==> src/rtl/picomips_sequencer.sv <==
// picoMIPS program counter and stall controller: sequences the PC, executes HOLD
// by parking on a target until the debounced switch leaves the requested level.
module picomips_sequencer #(
    parameter int Psize     = 5,
    parameter int Isize     = 15,
    parameter int DB_CYCLES = 4
) (
    input  logic             clk,
    input  logic             reset,
    input  logic [Isize-1:0] I,
    input  logic             sw_hold,
    output logic [Psize-1:0] address,
    output logic             wr_en,
    output logic             holding,
    output logic             sw_clean
);

    localparam int CW = (DB_CYCLES > 1) ? $clog2(DB_CYCLES) : 1;
    localparam logic [2:0] OP_HOLD = 3'b100;

    typedef enum logic [1:0] {BOOT, RUN, WAIT} state_t;

    state_t           state;
    state_t           next_state;
    logic [Psize-1:0] pc_next;
    logic             s1;
    logic             s2;
    logic [CW-1:0]    cnt;
    logic             is_hold;
    logic             level;
    logic [Psize-1:0] target;
    logic             unused_bits;

    assign is_hold     = (I[Isize-1:Isize-3] == OP_HOLD);
    assign level       = I[7];
    assign target      = I[Psize-1:0];
    assign unused_bits = ^{I[Isize-4:8], I[6:Psize]};

    // The switch counter only advances while the synchronised level disagrees
    // with the accepted one, so any shorter pulse is silently discarded.
    always_ff @(posedge clk or posedge reset) begin
        if (reset) begin
            s1       <= 1'b0;
            s2       <= 1'b0;
            sw_clean <= 1'b0;
            cnt      <= '0;
        end else begin
            s1 <= sw_hold;
            s2 <= s1;
            if (s2 == sw_clean) begin
                cnt <= '0;
            end else if (cnt == CW'(DB_CYCLES - 1)) begin
                sw_clean <= s2;
                cnt      <= '0;
            end else begin
                cnt <= cnt + 1'b1;
            end
        end
    end

    always_ff @(posedge clk or posedge reset) begin
        if (reset) begin
            state   <= BOOT;
            address <= '0;
        end else begin
            state   <= next_state;
            address <= pc_next;
        end
    end

    always_comb begin
        next_state = state;
        pc_next    = address;
        case (state)
            BOOT: begin
                next_state = RUN;
                pc_next    = '0;
            end
            RUN, WAIT: begin
                if (is_hold && (sw_clean == level)) begin
                    next_state = WAIT;
                    pc_next    = target;
                end else begin
                    next_state = RUN;
                    pc_next    = address + 1'b1;
                end
            end
            default: begin
                next_state = BOOT;
                pc_next    = '0;
            end
        endcase
    end

    assign wr_en   = (state != BOOT) && !is_hold;
    assign holding = (state == WAIT);

endmodule
==> config.mk <==
export PLATFORM = sky130hd
export DESIGN_NAME = picomips_sequencer
export DESIGN_NICKNAME = d
export VERILOG_FILES = /design/src/rtl/picomips_sequencer.sv
export SDC_FILE = /design/constraint.sdc
export NUM_CORES = 1
export LEC_CHECK = 0
export ABC_AREA = 1
export BUFFER_PORTS_ARGS = -buffer_cell sky130_fd_sc_hd__buf_2
export CORE_UTILIZATION = 39
export CTS_CLUSTER_DIAMETER = 200
export DETAILED_ROUTE_END_ITERATION = 10
export PLACE_DENSITY = 0.82
export SLEW_MARGIN = 20
export SYNTH_ARGS = -nofsm -noshare
export SYNTH_HDL_FRONTEND = slang
export SYNTH_SLANG_ARGS = --single-unit
==> constraint.sdc <==
create_clock -name clk -period 1.2 [get_ports clk]
set_input_delay 0.12 -clock clk [delete_from_list [all_inputs] [get_ports clk]]
set_output_delay 0.12 -clock clk [all_outputs]
set_load 0.03 [all_outputs]
==> reports/qor.csv <==
metric,value,unit
status,"complete, but fails checks",
violations,setup timing,
r2r-start,state[1],
ys_seq_area_frac,0.482,
nFillCells,128,
ant_nets,0,
synth_area,623,µm²
synth_cell_types,18,
diodes,0,
cts_made_buffers,3,
worstSkewPairLatency,280,ps
die_h,42.0,µm
syn_inst,67,
cts.sinks,12,
fmax,820,MHz
portBuffers,19,
synth-edff-count,0,
dp_hpwl,850,µm
routed_via_density,4.63,
synth_area_per_cell,9.30,µm²
vias,519,
peakVddDrop,0.966,mV
syn-num-nets,90,
io_pins,26,
synth_top_area_frac,0.482,
slowest_delay,390,ps
ys_ff_latch,12,
cp_data_required_time,1080,ps
wirelength,1130,µm
nets,120,
rr_worst_depth,6,
final.period_utilization,1.02,
slew_violations,0,
firstDrtPassIters,3,
multi_input_area,302,µm²
hold_path_class,input port to flop,
fin_cells,112,
slowest_stage,dfrtp_1,
hold_depth,3,
htreeDepth,1,
relSlewSlack,0.701,
dieArea,1760,µm²
hp-start,I[0],
rsz0062_at_grt,true,
grt_max_degree,13,
grt_overflow,0,
drt_first_iter_violations,6,
synth_ff_type,dfrtp_1,
grt_pass1_wl,1810,µm
final.setup.worst_slack,-19.0,ps
cp-start-kind,flop,
grt_usage,0.135,
initial_core_util,0.414,
synth_warnings,0,
p_per_area,2260,nW/µm²
max-cap-violations,0,
fp-row-count,14,
rrSetupSlack,90,ps
criticalPathCategory,flop to output port,
fin_skew,1.10,ps
gp_congestion,0.751,
regToRegEndpoint,address[1],
yosys-top-cells-area,"dfrtp_1 (48%), nand2_1 (10%), ha_1 (10%), inv_1 (6.0%), nand3_1 (4.8%)",
fin_tns_setup,-19.0,ps
clock_path_buffers,2,
min_to,address[0],
area_growth,37.8,%
cts_tree,done,
critPathCaptureType,output port,
yosysTopAreaCell,dfrtp_1,
grt_pass1_vias,475,
routedWlPerCell,10.0,µm
crit_fanout,3,
period_minus_slack,1220,ps
die_w,42.0,µm
leakagePower,0.000484,µW
cts_root_buffer,clkbuf_4,
synthArstFlopShare,1.00,
ff_latch_area,302,µm²
antenna_found_initial,0,
cp_data_arrival_time,1100,ps
path_cells,"inv_2, ha_4, nor2_4, buf_6",
tightest_slew,448,ps
hold_viol,0,
drcViolationCount,0,
core_area,1510,µm²
place_inst,104,
setup_viol,1,
drive_gt1_frac,0.417,
path_clk_slew,80,ps
## sequential cells by signal, indices dropped and copies added (netlist names)
signal / cells
state: 2
s1: 1
cnt: 2
address: 5
sw_clean: 1
s2: 1
## area by class of cell
cell class                 count  area share
clock buffer                   4      0.0423
timing repair buffer          25       0.184
sequential                    12       0.351
multi-input combinational     44       0.351
tap                           16      0.0233
inverter                      11      0.0481
## cell usage after synthesis, types with 2 or more instances
master	instances
inv_1	10
nand2_2	3
dfrtp_1	12
nand3_1	6
nand2_1	17
nand4_1	2
nor2_1	2
ha_1	5
## per-layer routing
metal | track usage | vias up | share of wire | wire, µm
met3 | 0.0129 | 3 | 0.033 | 37
met5 | 0 | - | 0 | 0
li1 | - | 266 | - | -
met4 | 0.0774 | 0 | 0.017 | 19
met1 | 0.169 | 237 | 0.43 | 479
met2 | 0.225 | 13 | 0.52 | 588
## worst max-delay path by stage
stage | cells after the start | startpoint | slack, ps | endpoint
final | 4 | state[1] | -20 | wr_en
after global routing | 4 | state[1] | -70 | wr_en
after CTS | 4 | state[1] | -40 | wr_en
after detailed placement | 6 | state[0] | -10 | address[1]
after global placement | 5 | state[0] | 60 | address[3]
after floorplan | 6 | address[1] | 5 | address[4]
## worst max-delay path, delay by kind of cell (launching register included)
| kind | cells | cell delay [ps] |
|---|---|---|
| and+or+nand+nor | 1 | 80 |
| DFF | 1 | 390 |
| adders and majority gates | 1 | 160 |
| buffers and inverters | 2 | 190 |
## cell usage in the layout (no fill, tap or decap), drive strengths merged
| master | instances |
|---|---|
| xnor2 | 1 |
| inv | 11 |
| xor2 | 1 |
| nand3b | 1 |
| nand3 | 6 |
| a21oi | 1 |
| ha | 5 |
| nor3 | 1 |
| dfrtp | 12 |
| clkbuf | 4 |
| nand2 | 21 |
| nor2 | 4 |
| buf | 23 |
| nand4 | 2 |
| o21ai | 1 |
| dlygate4sd3 | 2 |
## timing repair
action / in CTS / in global routing
pin swaps: 1 / 0
setup endpoints to repair: 7 / 2
resized for setup: 6 / 4
hold endpoints to repair: 13 / 0
hold buffers: 2 / 0
setup buffers: 1 / 1
## cell families after synthesis
kind of cell / after synthesis / synth area share
buffers and inverters: 11 / 0.0663
AO/OA/AOI/OAI: 2 / 0.0221
XOR/XNOR: 2 / 0.0281
adder cells (fa/ha/maj): 5 / 0.100
flip-flops: 12 / 0.482
AND/OR/NAND/NOR: 35 / 0.301
## power breakdown
group          switching (µW)  internal [µW]  leakage, µW
Combinational             548            400     0.000313
Clock                     147            185    0.0000210
Sequential                121            539     0.000150
Total                     817           1120     0.000484
## per-stage QoR
step                      instance area, µm²  hold slack, ps  total power [µW]  worst slack [ps]  utilization
final                                    858            29.0              1940             -19.0        0.570
after global routing                     858            38.8              2070             -74.3        0.570
after CTS                                836            29.7              1900             -41.9        0.555
after detailed placement                 754             156              1500             -11.3        0.501
after global placement                   754             139              1460              58.5        0.501
after floorplan                          624           -15.4              1250              5.05            -
Note: power is estimated with default switching activity, not from simulation.
